===== src/rtl/lsu_pkg.sv =====
// Shared LSU definitions: access-size encoding (also used by CPU decode),
// FSM state encoding and small helpers for alignment handling.
package lsu_pkg;

  // Access size as encoded in the load/store instruction; 2'd3 is illegal.
  typedef enum logic [1:0] {
    SZ_B = 2'd0,
    SZ_H = 2'd1,
    SZ_W = 2'd2
  } size_e;

  // LSU sequencing states.
  typedef enum logic [1:0] {
    IDLE   = 2'd0,
    ACCESS = 2'd1,
    WAIT   = 2'd2,
    RESP   = 2'd3
  } state_e;

  localparam int MIN_LATENCY = 1;
  localparam int MAX_LATENCY = 4;

  // Illegal size code or an address not naturally aligned for the size.
  function automatic logic misaligned(input logic [1:0] size, input logic [1:0] lo);
    return (size == 2'd3) ||
           ((size == 2'd1) && lo[0]) ||
           ((size == 2'd2) && (lo != 2'b00));
  endfunction

  // Illegal size code is treated as a word access.
  function automatic size_e norm_size(input logic [1:0] size);
    return (size == 2'd3) ? SZ_W : size_e'(size);
  endfunction

  // Byte offset forced to natural alignment for the given size.
  function automatic logic [1:0] align_off(input size_e size, input logic [1:0] lo);
    case (size)
      SZ_B:    return lo;
      SZ_H:    return {lo[1], 1'b0};
      default: return 2'b00;
    endcase
  endfunction

endpackage


===== src/rtl/lsu_mc_if.sv =====
// Core request/response and data-memory port bundle of the LSU.
// slave = LSU side, master = core + memory side.
interface lsu_mc_if;
  logic        req_valid;
  logic        req_ready;
  logic        req_we;
  logic [1:0]  req_size;
  logic        req_unsigned;
  logic [31:0] req_addr;
  logic [31:0] req_wdata;
  logic        resp_valid;
  logic [31:0] resp_rdata;
  logic        resp_err;
  logic [31:0] addr_data;
  logic [31:0] data_out_data;
  logic [31:0] data_in_data;
  logic        en_data;
  logic [3:0]  we_data;

  modport slave (
    input  req_valid, req_we, req_size, req_unsigned, req_addr, req_wdata, data_in_data,
    output req_ready, resp_valid, resp_rdata, resp_err,
           addr_data, data_out_data, en_data, we_data
  );

  modport master (
    output req_valid, req_we, req_size, req_unsigned, req_addr, req_wdata, data_in_data,
    input  req_ready, resp_valid, resp_rdata, resp_err,
           addr_data, data_out_data, en_data, we_data
  );
endinterface


===== src/rtl/lsu_align.sv =====
// Combinational lane logic: store strobes and lane replication for the
// incoming request, and load lane extraction plus sign/zero extension for
// the latched access.
module lsu_align
  import lsu_pkg::*;
(
  input  size_e       st_size,
  input  logic [1:0]  st_off,
  input  logic [31:0] st_wdata,
  output logic [3:0]  st_strb,
  output logic [31:0] st_data,
  input  size_e       ld_size,
  input  logic [1:0]  ld_off,
  input  logic        ld_unsigned,
  input  logic [31:0] ld_rdata,
  output logic [31:0] ld_data
);

  logic [7:0]  lane [4];
  logic [7:0]  byte_val;
  logic [15:0] half_val;

  for (genvar gi = 0; gi < 4; gi++) begin : g_lane
    assign lane[gi] = ld_rdata[8*gi +: 8];
  end

  assign byte_val = lane[ld_off];
  assign half_val = ld_off[1] ? {lane[3], lane[2]} : {lane[1], lane[0]};

  // Store: strobe the addressed lanes and replicate data so every lane carries it.
  always_comb begin
    st_strb = 4'b1111;
    st_data = st_wdata;
    case (st_size)
      SZ_B: begin
        st_strb = 4'b0001 << st_off;
        st_data = {4{st_wdata[7:0]}};
      end
      SZ_H: begin
        st_strb = 4'b0011 << {st_off[1], 1'b0};
        st_data = {2{st_wdata[15:0]}};
      end
      default: begin
        st_strb = 4'b1111;
        st_data = st_wdata;
      end
    endcase
  end

  // Load: pick the little-endian lane(s) and extend to 32 bits.
  always_comb begin
    ld_data = ld_rdata;
    case (ld_size)
      SZ_B:    ld_data = ld_unsigned ? {24'd0, byte_val} : {{24{byte_val[7]}}, byte_val};
      SZ_H:    ld_data = ld_unsigned ? {16'd0, half_val} : {{16{half_val[15]}}, half_val};
      default: ld_data = ld_rdata;
    endcase
  end

endmodule


===== src/rtl/lsu_mc.sv =====
// Multi-cycle load/store unit: one access in flight, IDLE -> ACCESS ->
// (WAIT for loads) -> RESP. Optional macro LSU_MISALIGN_TRAP_EN turns
// misaligned/illegal accesses into an immediate error response; without it
// such accesses are silently aligned and size 3 is treated as word.
module lsu_mc
  import lsu_pkg::*;
#(
  parameter int MEM_LATENCY = 1,
  parameter int WORD_ADDR   = 1
) (
  input  logic     aclk,
  input  logic     aresetn,
  lsu_mc_if.slave  bus
);

  if (MEM_LATENCY < MIN_LATENCY || MEM_LATENCY > MAX_LATENCY) begin : g_bad_latency
    $error("lsu_mc: MEM_LATENCY must be in 1..4");
  end

  state_e      state_reg;
  logic [1:0]  cnt_reg;
  logic        lat_we_reg;
  size_e       lat_size_reg;
  logic [1:0]  lat_off_reg;
  logic        lat_unsigned_reg;
  logic        en_reg;
  logic [3:0]  we_reg;
  logic [31:0] addr_reg;
  logic [31:0] wdata_reg;
  logic        resp_valid_reg;
  logic [31:0] resp_rdata_reg;
  logic        resp_err_reg;

  size_e       in_size;
  logic [1:0]  in_off;
  logic        in_bad;
  logic [31:0] in_mem_addr;
  logic [3:0]  st_strb;
  logic [31:0] st_data;
  logic [31:0] ld_data;

  assign in_size = norm_size(bus.req_size);
  assign in_off  = align_off(in_size, bus.req_addr[1:0]);
`ifdef LSU_MISALIGN_TRAP_EN
  assign in_bad  = misaligned(bus.req_size, bus.req_addr[1:0]);
`else
  assign in_bad  = 1'b0;
`endif
  assign in_mem_addr = (WORD_ADDR != 0) ? {2'b00, bus.req_addr[31:2]}
                                        : {bus.req_addr[31:2], 2'b00};

  lsu_align u_align (
    .st_size     (in_size),
    .st_off      (in_off),
    .st_wdata    (bus.req_wdata),
    .st_strb     (st_strb),
    .st_data     (st_data),
    .ld_size     (lat_size_reg),
    .ld_off      (lat_off_reg),
    .ld_unsigned (lat_unsigned_reg),
    .ld_rdata    (bus.data_in_data),
    .ld_data     (ld_data)
  );

  // Sequencer with registered memory-port and response outputs.
  always_ff @(posedge aclk) begin
    if (!aresetn) begin
      state_reg        <= IDLE;
      cnt_reg          <= 2'd0;
      lat_we_reg       <= 1'b0;
      lat_size_reg     <= SZ_B;
      lat_off_reg      <= 2'b00;
      lat_unsigned_reg <= 1'b0;
      en_reg           <= 1'b0;
      we_reg           <= 4'b0000;
      addr_reg         <= 32'd0;
      wdata_reg        <= 32'd0;
      resp_valid_reg   <= 1'b0;
      resp_rdata_reg   <= 32'd0;
      resp_err_reg     <= 1'b0;
    end else begin
      en_reg         <= 1'b0;
      we_reg         <= 4'b0000;
      resp_valid_reg <= 1'b0;
      case (state_reg)
        IDLE: begin
          if (bus.req_valid) begin
            lat_we_reg       <= bus.req_we;
            lat_size_reg     <= in_size;
            lat_off_reg      <= in_off;
            lat_unsigned_reg <= bus.req_unsigned;
            if (in_bad) begin
              // Trapped access never reaches memory; respond next cycle.
              state_reg      <= RESP;
              resp_valid_reg <= 1'b1;
              resp_err_reg   <= 1'b1;
              resp_rdata_reg <= 32'd0;
            end else begin
              state_reg <= ACCESS;
              en_reg    <= 1'b1;
              we_reg    <= bus.req_we ? st_strb : 4'b0000;
              addr_reg  <= in_mem_addr;
              wdata_reg <= st_data;
            end
          end
        end
        ACCESS: begin
          if (lat_we_reg) begin
            state_reg      <= RESP;
            resp_valid_reg <= 1'b1;
            resp_err_reg   <= 1'b0;
            resp_rdata_reg <= 32'd0;
          end else begin
            state_reg <= WAIT;
            cnt_reg   <= 2'(MEM_LATENCY - 1);
          end
        end
        WAIT: begin
          if (cnt_reg == 2'd0) begin
            state_reg      <= RESP;
            resp_valid_reg <= 1'b1;
            resp_err_reg   <= 1'b0;
            resp_rdata_reg <= ld_data;
          end else begin
            cnt_reg <= cnt_reg - 2'd1;
          end
        end
        default: begin
          state_reg <= IDLE;
        end
      endcase
    end
  end

  assign bus.req_ready     = (state_reg == IDLE);
  assign bus.en_data       = en_reg;
  assign bus.we_data       = we_reg;
  assign bus.addr_data     = addr_reg;
  assign bus.data_out_data = wdata_reg;
  assign bus.resp_valid    = resp_valid_reg;
  assign bus.resp_rdata    = resp_rdata_reg;
  assign bus.resp_err      = resp_err_reg;

endmodule


===== src/flat_wrapper.sv =====
// flat-port wrapper written by rule: the top's interface ports become plain ports
module lsu_mc_flat import lsu_pkg::*;
#(
  parameter int MEM_LATENCY = 1,
  parameter int WORD_ADDR   = 1
)
  (aclk, aresetn, bus_req_valid, bus_req_we, bus_req_size, bus_req_unsigned, bus_req_addr, bus_req_wdata, bus_data_in_data, bus_req_ready, bus_resp_valid, bus_resp_rdata, bus_resp_err, bus_addr_data, bus_data_out_data, bus_en_data, bus_we_data);
  lsu_mc_if bus_i ();
  input  logic aclk;
  input  logic aresetn;
  input wire logic [$bits(bus_i.req_valid)-1:0] bus_req_valid;
  input wire logic [$bits(bus_i.req_we)-1:0] bus_req_we;
  input wire logic [$bits(bus_i.req_size)-1:0] bus_req_size;
  input wire logic [$bits(bus_i.req_unsigned)-1:0] bus_req_unsigned;
  input wire logic [$bits(bus_i.req_addr)-1:0] bus_req_addr;
  input wire logic [$bits(bus_i.req_wdata)-1:0] bus_req_wdata;
  input wire logic [$bits(bus_i.data_in_data)-1:0] bus_data_in_data;
  output wire logic [$bits(bus_i.req_ready)-1:0] bus_req_ready;
  output wire logic [$bits(bus_i.resp_valid)-1:0] bus_resp_valid;
  output wire logic [$bits(bus_i.resp_rdata)-1:0] bus_resp_rdata;
  output wire logic [$bits(bus_i.resp_err)-1:0] bus_resp_err;
  output wire logic [$bits(bus_i.addr_data)-1:0] bus_addr_data;
  output wire logic [$bits(bus_i.data_out_data)-1:0] bus_data_out_data;
  output wire logic [$bits(bus_i.en_data)-1:0] bus_en_data;
  output wire logic [$bits(bus_i.we_data)-1:0] bus_we_data;
  assign bus_i.req_valid = bus_req_valid;
  assign bus_i.req_we = bus_req_we;
  assign bus_i.req_size = bus_req_size;
  assign bus_i.req_unsigned = bus_req_unsigned;
  assign bus_i.req_addr = bus_req_addr;
  assign bus_i.req_wdata = bus_req_wdata;
  assign bus_i.data_in_data = bus_data_in_data;
  assign bus_req_ready = bus_i.req_ready;
  assign bus_resp_valid = bus_i.resp_valid;
  assign bus_resp_rdata = bus_i.resp_rdata;
  assign bus_resp_err = bus_i.resp_err;
  assign bus_addr_data = bus_i.addr_data;
  assign bus_data_out_data = bus_i.data_out_data;
  assign bus_en_data = bus_i.en_data;
  assign bus_we_data = bus_i.we_data;
  lsu_mc #(.MEM_LATENCY(MEM_LATENCY), .WORD_ADDR(WORD_ADDR)) u_core (.aclk(aclk), .aresetn(aresetn), .bus(bus_i));
endmodule

===== config.mk =====
export PLATFORM = sky130hd
export DESIGN_NAME = lsu_mc_flat
export DESIGN_NICKNAME = d
export VERILOG_FILES = /design/src/rtl/lsu_pkg.sv /design/src/rtl/lsu_mc_if.sv /design/src/rtl/lsu_align.sv /design/src/rtl/lsu_mc.sv /design/src/flat_wrapper.sv
export SDC_FILE = /design/constraint.sdc
export NUM_CORES = 1
export LEC_CHECK = 0
export BUFFER_PORTS_ARGS = -buffer_cell sky130_fd_sc_hd__buf_2
export CAP_MARGIN = 20
export CORE_MARGIN = 10
export CORE_UTILIZATION = 40
export CTS_BUF_LIST = sky130_fd_sc_hd__clkbuf_2
export CTS_CLUSTER_SIZE = 12
export DETAILED_ROUTE_END_ITERATION = 8
export PLACE_DENSITY_LB_ADDON = 0.08
export SLEW_MARGIN = 20
export SYNTH_ARGS = -nofsm -noshare
export SYNTH_HDL_FRONTEND = slang
export SYNTH_HIERARCHICAL = 1
export SYNTH_SLANG_ARGS = --single-unit

===== constraint.sdc =====
create_clock -name aclk -period 3.3 [get_ports aclk]
set_clock_uncertainty 0.2 [all_clocks]
set_input_delay 0.66 -clock aclk [delete_from_list [all_inputs] [get_ports aclk]]
set_output_delay 0.66 -clock aclk [all_outputs]
set_load 0.05 [all_outputs]

==> metrics.txt, run 1 <==
outcome=complete, no violations; number of flops mapped to enable cells by yosys=0; CP required=3.61 ns; relative slew slack=0.520; Cell Area, Synth=4690 sq um; CTS max path bufs=2; Final Hold Fails=0; post-CTS setup repair buffer count=0; IO Count=207; DP Area=5710 sq um; vias in the first global route=4156; Initial Util=0.409; share of the synthesized area in the top cell type=0.470; leakage power=2.78 nW; Detailed Place HPWL=10800 um; Post-Syn Instances=433; DR WL/cell=18.7 um; pwr/cell area=760 nW/um^2; level count of the clock H-tree=3; count leader, synth=dfxtp_1; final setup TNS=0 ns; initial DRC count=210; peak supply drop=0.000401 V; GRT overflow=0; hold_buf cts=0; initial antenna violation count=2; synth unique cells=39; Reg clk slew, reported paths=0.30 ns; final setup violation count=0; overall routed net length=14400 um; antenna viol nets, final=0; Pre-antenna DRT Iters=4; layout cells sized above 1=0.440; drt drc=0; CORE AREA=11500 sq um; die width=128 um; period utilisation layout=0.764; #FFs+latches synth=110; Critical Path Sink Type=flop; reg-to-reg startpoint=u_core/lat_off_reg[1]; syn_area_per_cell=10.8 sq um; routability cong.=0.823; Synth top cells by count=110 x dfxtp_1, 108 x a22o_1, 34 x nand2_1, 17 x mux2i_1, 16 x mux2_2; DIE AREA=16500 sq um; Setup crit start=u_core/lat_off_reg[1]; R2R Setup Slk=0.78 ns; fin nets=726; post-synthesis sequential area ratio=0.470; routed vias/inst=5.34; Crit path arrival time=2.83 ns; Clock Root Buffer=clkbuf_2; Clock Latency Late Sink=0.57 ns; Period minus WS final=2.52 ns; Max Freq=397 MHz; startpoint type of the worst setup path=flop; crit path max fanout=13; fin area=5870 sq um; Die Ht=128 um; Synth area leader=dfxtp_1; CTS tree=yes; Yosys warning count=6; unrepaired setup endpoints after global routing=no; global-route wire length before repair=21700 um; port buffer count=203; Most used DFF post-synth=dfxtp_1; vias=4099; Async SR Flop Fraction=0; Worst R2R Path Depth=4; top post-synthesis cells by area=dfxtp_1 47%, a22o_1 20%, mux2_2 3.8%; CP endpoint=u_core/bus.resp_rdata[4]; row count=39; Inserted Clock Buffers=9; crit path kind=flop to flop; GRT Total Usage=0.161; largest net degree at the start of global routing=45; hold crit path type=input port to flop; Reg2Reg Capture Point=u_core/bus.resp_rdata[4]; Worst-Margin Slew=0.718 ns; post-CTS sizing=0; Max Cap Violations=0; Syn-to-layout area delta=25.1%; number of clock sinks=110; max-slew violation count=0
-- kinds of logic after synthesis --
family                     Yosys count  share of synthesized area
muxes                               35                     0.0827
buffers and inverters               53                     0.0672
DFF                                110                      0.470
AOI/OAI and AO/OA                  168                      0.302
adders and majority gates            5                     0.0133
other                                1                   0.000800
and+or+nand+nor                     61                     0.0640
-- critical path: stages (launching register included) --
cell	delay (ns)
dfxtp_1	0.85
nor2b_1	0.61
nand2_2	0.27
o221a_2	0.35
a22o_1	0.19
-- area by class of cell --
cell class | instances | area, sq um
Fill cell | 1095 | 5600
Timing Repair Buffer | 218 | 1170
Clock inverter | 7 | 56.3
Clock buffer | 9 | 45.0
Inverter | 7 | 26.3
Antenna cell | 1 | 2.50
Tap cell | 143 | 179
Sequential cell | 110 | 2200
Multi-Input combinational cell | 272 | 2190
-- metrics by stage --
stage | power [mW] | utilization | setup WS, ns | hold WS, ns | cells
after CTS | 4.50 | 0.507 | 0.731 | 0.0139 | 761
after detailed placement | 3.91 | 0.498 | 0.866 | 0.258 | 745
after global placement | 3.89 | 0.498 | 0.910 | 0.256 | 745
after floorplan | 3.42 | - | 1.26 | 0.241 | 435
final | 4.46 | 0.512 | 0.780 | 0.0755 | 767
after global routing | 4.69 | 0.512 | 0.660 | 0.000878 | 766
-- worst min path at each step --
stage	from	endpoint	slack (ns)	depth (start not counted)
after global routing	bus_req_addr[16]	u_core/bus.addr_data[14]	0.0009	2
after global placement	u_core/bus.addr_data[13]	u_core/bus.addr_data[13]	0.26	1
after CTS	bus_req_addr[7]	u_core/bus.addr_data[5]	0.01	2
after floorplan	u_core/lat_unsigned_reg	u_core/lat_unsigned_reg	0.24	1
final	bus_req_addr[25]	u_core/bus.addr_data[23]	0.08	2
after detailed placement	u_core/bus.addr_data[2]	u_core/bus.addr_data[2]	0.26	1
-- layout by cell type, fill, tap and decap left out, types with 2 or more instances in the layout --
cell and count:
a21oi_1 4, a211oi_1 3, nand2_1 34, a22o_1 108, buf_12 2, buf_4 8
o21ai_0 15, o21a_1 2, dfxtp_1 110, o21bai_1 4, buf_2 203, o221a_2 8
nor3b_1 3, clkbuf_2 9, o21ai_2 10, conb_1 3, a221o_1 8, clkinv_4 2
and3_1 4, mux2i_1 17, inv_6 3, inv_1 5, inv_2 2, nor2_1 5
nor2b_1 6, ha_1 5, dlygate4sd3_1 5, o32ai_1 2, mux2_2 16
-- per-layer routing --
layer  GRT usage  routed length (um)  vias up
li1            -                   -     2010
met1       0.197                6190     1912
met2       0.244                6400      153
met3      0.0678                1470       22
met4      0.0656                 296        2
met5           0                   8        -
-- power by group --
group | switching [mW] | internal, mW | total (mW)
logic | 1.51 | 0.614 | 2.12
registers | 0.160 | 1.59 | 1.75
clock network | 0.471 | 0.111 | 0.582
No activity file was read; power rests on OpenSTA's default activity.
==> run 2: changes to the inputs <==
Clock period 3.3 ns to 2.5 ns, I/O delays scaled along.
==> metrics.txt, run 2 (synthesis gave the netlist of run 1 again) <==
leakage power=3.07 nW (+10%); Period minus WS final=2.36 ns; Max Cap Violations=0 (unchanged); initial DRC count=260 (+24%); Setup crit start=u_core/state_reg[1]; # fillers=1019 (-6.9%); level count of the clock H-tree=3 (unchanged); Syn-to-layout area delta=39.5%; Power Total=6.20 mW (+39%); CP required=1.80 ns (-1.81 ns); Sw Share=0.462 (-0.0177); Critical Path Sink Type=output pin; antenna viol nets, final=0 (unchanged); hold crit path type=input port to flop; IO Count=207 (unchanged); GRT Total Usage=0.177 (+0.0160); vias=4356 (+6.3%); largest net degree at the start of global routing=74 (+64%); Pre-antenna DRT Iters=4 (unchanged); routability cong.=0.797 (-3.2%); global-route wire length before repair=23800 um (+10%); final hold slack=0.0517 ns (-0.0238 ns); overall routed net length=15500 um (+7.6%); row count=39 (unchanged); initial antenna violation count=1 (-1); most common cell after layout, fill and taps aside=buf_2; Worst-Margin Slew=0.565 ns (-0.153 ns); pwr/cell area=947 nW/um^2 (+25%); DR WL/cell=18.6 um (-0.53%); Reg power frac=0.372 (-0.021); layout cells sized above 1=0.404 (-0.0360); R2R Setup Slk=0.45 ns (-0.33 ns); drt drc=0 (unchanged); Internal Power=3.33 mW (+44%); GRT overflow=0 (unchanged); startpoint type of the worst setup path=flop; crit path max fanout=5 (-8); max-slew violation count=0 (unchanged); Die Ht=128 um (unchanged); final non-filler cell total=830 (+8.2%); Post-Place Setup Slack=0.416 ns (-0.449 ns); crit path kind=flop to output pin; reg-to-reg startpoint=u_core/state_reg[0]; fin nets=789 (+8.7%); Final Hold Fails=0 (unchanged); Clock Latency Late Sink=0.58 ns (about the same); Reg clk slew, reported paths=0.31 ns (about the same); vias in the first global route=4615 (+11%); relative slew slack=0.623 (+0.103); outcome=complete, no violations; Worst R2R Path Depth=6 (+2); unrepaired setup endpoints after global routing=no; die width=128 um (unchanged); switching power total=2.87 mW (+34%); DIE AREA=16500 sq um (unchanged); DP Area=5740 sq um (+0.39%); Crit path arrival time=1.66 ns (-1.17 ns); Clock power frac=0.158 (+0.027); routed vias/inst=5.25 (-1.8%); final worst slack=0.142 ns (-0.639 ns); post-layout util=0.570 (+0.0587); period utilisation layout=0.943; final setup TNS=0 ns (unchanged); combinational group share of total power=0.470 (-0.006); Reg2Reg Capture Point=u_core/bus.resp_rdata[23]; DP Cell Count=748 (+0.40%); number of clock sinks=110 (unchanged); fin area=6540 sq um (+11%); Max Freq=424 MHz; CP endpoint=bus_req_ready; final setup violation count=0 (unchanged); Inserted Clock Buffers=9 (unchanged); peak supply drop=0.000518 V (+29%); Detailed Place HPWL=10800 um (-0.13%); CTS max path bufs=2 (unchanged); commonest cells after routing, fill and taps aside=202 x buf_2, 110 x dfxtp_1, 108 x a22o_1; Initial Util=0.409 (unchanged); CORE AREA=11500 sq um (unchanged); port buffer count=203 (unchanged); CTS tree=yes; Clock Root Buffer=clkbuf_2
[run 2: cell types whose count changed in the layout (fill, tap and decap cells not counted), sizes merged]
cell,before,now
dlygate4sd3,5,65
clkinv,3,0
bufinv,0,2
clkbuf,9,10
clkinvlp,1,2
buf,213,215
[run 2: worst max-delay path, stage by stage, from the launching register on]
cell,delay [ns]
dfxtp_1,0.41
inv_1,0.09
ha_1,0.28
clkbuf_4,0.29
[run 2: worst min path at each step]
stage                             startpoint                      endpoint  slack [ns]  cells after the start
floorplan            u_core/lat_unsigned_reg       u_core/lat_unsigned_reg        0.24                      1
global placement    u_core/bus.addr_data[13]      u_core/bus.addr_data[13]        0.26                      1
detailed placement   u_core/bus.addr_data[1]       u_core/bus.addr_data[1]        0.26                      1
CTS                     bus_data_in_data[17]     u_core/bus.resp_rdata[17]      0.0001                      4
global route               bus_req_wdata[11]  u_core/bus.data_out_data[11]       0.004                      3
finish                       bus_req_size[1]        u_core/lat_size_reg[1]        0.05                      2
[run 2: area by class of cell]
cell class | count | area (sq um) | share of cell area
clock inverters | 7 | 104 | 0.0159
diodes | 1 | 2.50 | 0.000383
inverters | 7 | 26.3 | 0.00402
repair buffers | 281 | 1790 | 0.274
clock buffers | 9 | 45.0 | 0.00689
flip-flops and latches | 110 | 2200 | 0.337
well taps | 143 | 179 | 0.0274
multi-input cells | 272 | 2190 | 0.335
[run 2: routing by layer]
metal	GRT usage	vias up	part of all wire
met5	0	-	0.00045
met4	0.0709	2	0.021
met3	0.0687	27	0.097
met2	0.290	167	0.47
met1	0.203	2039	0.41
li1	-	2121	-
[run 2: repair_timing]
action,in CTS,in global routing
hold buffers,64,1
buffers inserted,0,0
endpoints found under the hold margin,70,1
resized for setup,0,1
endpoints found under the setup margin,0,1
[run 2: power groups by stage]
stage / Clock [mW] / Sequential [mW] / Combinational (mW)
floorplan: 0 / 3.41 / 1.10
global placement: 0 / 2.32 / 2.82
detailed placement: 0 / 2.33 / 2.85
CTS: 1.02 / 2.30 / 2.92
global route: 1.07 / 2.35 / 3.09
finish: 0.980 / 2.30 / 2.91
